File: src/rtl/seq_mult_datapath.sv
// Shift-add multiplier datapath steered by an external load/iterate/capture controller.
// Define SIGNED_MULT_EN for two's-complement operands (sign-magnitude multiply with final negation).
module seq_mult_datapath #(
    parameter int WIDTH = 64
) (
    input  logic                 clk,
    input  logic                 reset,
    input  logic                 s,
    input  logic                 en1,
    input  logic                 en2,
    input  logic [WIDTH-1:0]     a,
    input  logic [WIDTH-1:0]     b,
    output logic                 not64,
    output logic [2*WIDTH-1:0]   product,
    output logic                 prod_valid
);

    localparam int CW = (WIDTH > 1) ? $clog2(WIDTH) : 1;
    localparam logic [CW-1:0] LastCnt = CW'(WIDTH - 1);

    logic [2*WIDTH-1:0] aReg_q, aReg_d;
    logic [WIDTH-1:0]   bReg_q, bReg_d;
    logic [2*WIDTH-1:0] acc_q, acc_d;
    logic [CW-1:0]      cnt_q, cnt_d;
    logic [2*WIDTH-1:0] product_q, product_d;
    logic               valid_q, valid_d;
    logic [WIDTH-1:0]   aMag, bMag;
    logic [2*WIDTH-1:0] finalVal;

    wire loadCycle = en1 && !s;

`ifdef SIGNED_MULT_EN
    logic neg_q;

    // Negating -2^(W-1) gives the same bit pattern, which read unsigned is exactly its magnitude.
    assign aMag     = a[WIDTH-1] ? -a : a;
    assign bMag     = b[WIDTH-1] ? -b : b;
    assign finalVal = neg_q ? -acc_q : acc_q;

    always_ff @(posedge clk or negedge reset) begin
        if (!reset) begin
            neg_q <= 1'b0;
        end else if (loadCycle) begin
            neg_q <= a[WIDTH-1] ^ b[WIDTH-1];
        end
    end
`else
    assign aMag     = a;
    assign bMag     = b;
    assign finalVal = acc_q;
`endif

    // Clearing prod_valid on a load overrides a simultaneous capture.
    always_comb begin
        aReg_d    = aReg_q;
        bReg_d    = bReg_q;
        acc_d     = acc_q;
        cnt_d     = cnt_q;
        product_d = product_q;
        valid_d   = valid_q;
        if (en1) begin
            if (!s) begin
                aReg_d = {{WIDTH{1'b0}}, aMag};
                bReg_d = bMag;
                acc_d  = '0;
                cnt_d  = '0;
            end else begin
                acc_d  = acc_q + (bReg_q[0] ? aReg_q : '0);
                aReg_d = aReg_q << 1;
                bReg_d = bReg_q >> 1;
                cnt_d  = (cnt_q == LastCnt) ? '0 : cnt_q + CW'(1);
            end
        end
        if (en2) begin
            product_d = finalVal;
            valid_d   = 1'b1;
        end
        if (loadCycle) begin
            valid_d = 1'b0;
        end
    end

    always_ff @(posedge clk or negedge reset) begin
        if (!reset) begin
            aReg_q    <= '0;
            bReg_q    <= '0;
            acc_q     <= '0;
            cnt_q     <= '0;
            product_q <= '0;
            valid_q   <= 1'b0;
        end else begin
            aReg_q    <= aReg_d;
            bReg_q    <= bReg_d;
            acc_q     <= acc_d;
            cnt_q     <= cnt_d;
            product_q <= product_d;
            valid_q   <= valid_d;
        end
    end

    assign not64      = (cnt_q != LastCnt);
    assign product    = product_q;
    assign prod_valid = valid_q;

endmodule

File: config.mk
export PLATFORM = sky130hd
export DESIGN_NAME = seq_mult_datapath
export DESIGN_NICKNAME = d
export VERILOG_FILES = /design/src/rtl/seq_mult_datapath.sv
export SDC_FILE = /design/constraint.sdc
export NUM_CORES = 1
export LEC_CHECK = 0
export CORE_MARGIN = 4
export CORE_UTILIZATION = 30
export DETAILED_ROUTE_END_ITERATION = 12
export GPL_TIMING_DRIVEN = 0
export PLACE_DENSITY = 0.54
export SLEW_MARGIN = 15
export SYNTH_ARGS = -nofsm -noshare
export SYNTH_HDL_FRONTEND = slang
export SYNTH_SLANG_ARGS = --single-unit
File: constraint.sdc
create_clock -name clk -period 9.5 [get_ports clk]
set_input_delay 1.9 -clock clk [delete_from_list [all_inputs] [get_ports clk]]
set_output_delay 1.9 -clock clk [all_outputs]
set_load 0.03 [all_outputs]
==> results.sh <==
export IMPL_p_leak_nw=14.5
export IMPL_cts_root_buf="clkbuf_16"
export IMPL_ys_flop_type="dfrtp_1"
export IMPL_cts_resized=0
export IMPL_hold_path_startpoint="prod_valid"
export IMPL_fin_crit_ns=5.52
export IMPL_vias_per_cell=5.06
export IMPL_yosys_register_bits=455
export IMPL_cp_startpoint="bReg_q[0]"
export IMPL_via_count=22000
export IMPL_clockBufferDepth=3
export IMPL_chipWidth_um=307
export IMPL_gp_congestion=0.871
export IMPL_required_ns=9.98
export IMPL_irDropWorstVdd_v=0.000172
export IMPL_first_pass_iters=6
export IMPL_finalHoldViolCount=0
export IMPL_regToRegStartpoint="bReg_q[0]"
export IMPL_yosys_top_cells_area="dfrtp_1 (42%), ha_1 (6.0%), a21oi_1 (5.9%), mux2_2 (5.4%), mux2i_1 (4.8%)"
export IMPL_antenna_found_initial=8
export IMPL_drive_gt1_frac=0.0850
export IMPL_place_area_um2=31000
export IMPL_synthCells=2827
export IMPL_io_pins=263
export IMPL_slew_headroom=0.214
export IMPL_die_area_um2=94300
export IMPL_rsz0062_at_grt="no"
export IMPL_drt_iter0_markers=1445
export IMPL_h_tree_depth=2
export IMPL_fmax_mhz=181
export IMPL_start_util=0.303
export IMPL_ys_types=77
export IMPL_finalWirelength_um=83400
export IMPL_hp_class="reg2reg"
export IMPL_dp_slack_ns=4.01
export IMPL_final_common_cell="dfrtp_1"
export IMPL_final_setup_worst_slack_ns=3.98
export IMPL_syn_area_um2=26800
export IMPL_detail_route_antenna_nets=0
export IMPL_synthToLayoutAreaGrowth_pct=22.6
export IMPL_synth_edff_count=0
export IMPL_drc_errors=0
export IMPL_drv_slew=0
export IMPL_worst_path_buf_inv=2
export IMPL_ys_seq_area_frac=0.424
export IMPL_avgRoutedWirePerCell_um=19.1
export IMPL_io_buffers=259
export IMPL_ctsHoldBuffers=0
export IMPL_cts_sinks=455
export IMPL_worstSetupPathType="reg2reg"
export IMPL_async_flop_share=1.00
export IMPL_start_kind="flop"
export IMPL_cpLargestDelayFamily="compound AO/OA/AOI/OAI gates"
export IMPL_cts_tree="yes"
export IMPL_critPathSlowestCell="o21ai_1"
export IMPL_synth_top_cell_area_share=0.424
export IMPL_avgSynthCellArea_um2=9.49
export IMPL_ys_warn_count=0
export IMPL_num_rows=109
export IMPL_gr_usage_all_layers=0.173
export IMPL_grt_pass1_vias=22000
export IMPL_clk_latency_ns=0.62
export IMPL_worstSetupEndpointType="flop"
export IMPL_finClkSkew_ns=0.0293
export IMPL_cts_buffers=56
export IMPL_power_density_nw_per_um2=225
export IMPL_tns_ns=0
export IMPL_path_clk_slew_ns=0.06
export IMPL_path_cells="clkbuf_2 -> clkbuf_1 -> nand2_1 -> fa_1 -> nand2b_1 -> a211o_1 -> nand2_1 -> a31o_2 -> a31oi_1 -> o21ai_1 -> a211o_1 -> a41o_1 -> nand4_1 -> a21oi_1 -> o21ai_0 -> a32o_1"
export IMPL_grt_max_degree=99
export IMPL_final_area_um2=32900
export IMPL_fin_crit_sh=0.582
export IMPL_worstMarginPinSlew_ns=1.18
export IMPL_grt_overflow=0
export IMPL_yosysTopAreaCell="dfrtp_1"
export IMPL_maxCapViolations=0
export IMPL_status="completed"
export IMPL_path_max_fanout=10
export IMPL_most_common_layout_cells="dfrtp_1 (455), a21oi_1 (318), clkdlybuf4s50_1 (258)"
export IMPL_core_um2=88500
export IMPL_post_cts_buffers=0
export IMPL_cp_arrival_ns=6.01
export IMPL_synth_nets=3089
export IMPL_grt_pass1_wl_um=129000
export IMPL_crit_path_max_incr_delay_ns=0.65
export IMPL_finalNetCount=3411
export IMPL_setup_violations_final=0
export IMPL_die_h_um=307
export IMPL_hpwl_um=64100
[power breakdown]
part	total, mW	switching, mW	internal, mW
clock	2.17	0.878	1.29
combinational	2.66	1.56	1.10
sequential	2.57	0.292	2.27
[worst register-to-register path: cells and delay by family (launching register included)]
| family | cells | cell delay (ns) |
|---|---|---|
| buffers and inverters | 2 | 0.92 |
| adders and majority gates | 1 | 0.46 |
| and+or+nand+nor | 4 | 0.76 |
| AOI/OAI and AO/OA | 9 | 2.91 |
| DFF | 1 | 0.35 |
[per-layer routing]
metal	up-vias	GRT usage	routed length, um
li1	10800	-	-
met1	10600	0.243	39400
met2	491	0.274	37400
met3	117	0.0342	4640
met4	4	0.0420	1910
met5	-	0	21
[state kept, by name, indices dropped and copies added (netlist names)]
register    flops
product       128
bReg_q         64
prod_valid      1
cnt_q           6
acc_q         128
aReg_q        128
[per-stage QoR]
| stage | cells | hold slack [ns] | power [mW] | util |
|---|---|---|---|---|
| 2_1_floorplan | 2827 | 0.473 | 4.31 | - |
| 3_3_place_gp | 4251 | 0.476 | 5.24 | 0.349 |
| 3_5_place_dp | 4256 | 0.482 | 5.24 | 0.350 |
| 4_1_cts | 4352 | 0.495 | 7.47 | 0.371 |
| 5_1_grt | 4353 | 0.513 | 7.85 | 0.372 |
| 6_report | 4356 | 0.489 | 7.39 | 0.372 |
[area by class of cell]
class                      count  area (um2)
sequential                   455       11400
clock buffer                  74        1600
clock inverter                22         259
timing repair buffer         264        2720
inverter                     119         447
antenna                        4        10.0
buffer                       183         709
tap                         1165        1460
fill                        8912       55600
multi-input combinational   2070       14300
[final timing paths]
kind	to	slack [ns]	depth (start not counted)
worst min register to register	prod_valid	0.49	2
min in group asynchronous	aReg_q[12]	1.28	1
worst max register to register	acc_q[120]	3.98	16
max in group asynchronous	product[83]	6.72	3
worst min-delay path	prod_valid	0.49	2
worst max-delay path	acc_q[120]	3.98	16
[cell usage after synthesis (3+ instances only)]
library cell and count:
dfrtp_1 455, a21oi_1 318, nor2_1 228, o21ai_0 164
clkbuf_1 159, nand2_1 133, and2_1 132, ha_1 128
mux2_2 128, mux2i_1 128, inv_1 118, a22o_1 112
nand3_1 83, xnor2_1 73, a21o_1 62, nand4_1 60
xor2_1 42, o21bai_1 38, nor3_1 22, or3_1 19
and3_1 18, o21a_1 16, a31oi_1 15, nand2b_1 14
buf_1 13, nor2b_1 13, o211ai_1 13, o2bb2ai_1 9
buf_2 8, a211oi_1 7, a21boi_0 6, a221oi_1 5
a31o_2 5, a32o_1 5, o31ai_1 5, nor4_1 4
o221ai_1 4, o22ai_1 4, a2111oi_0 3, o21ai_1 3
o21ai_2 3
[cells by family (layout without fill, tap and decap cells)]
kind of cell             Yosys count  in the layout  share of synthesized area
AO/OA/AOI/OAI                    834            834                      0.200
XOR/XNOR                         115            115                     0.0375
adder cells (fa/ha/maj)          129            129                     0.0604
buffers and inverters            302            662                     0.0428
flip-flops                       455            455                      0.424
multiplexers                     256            256                      0.101
other                              0              4                          0
AND/OR/NAND/NOR                  736            736                      0.134
No activity file was read; power rests on OpenSTA's default activity.
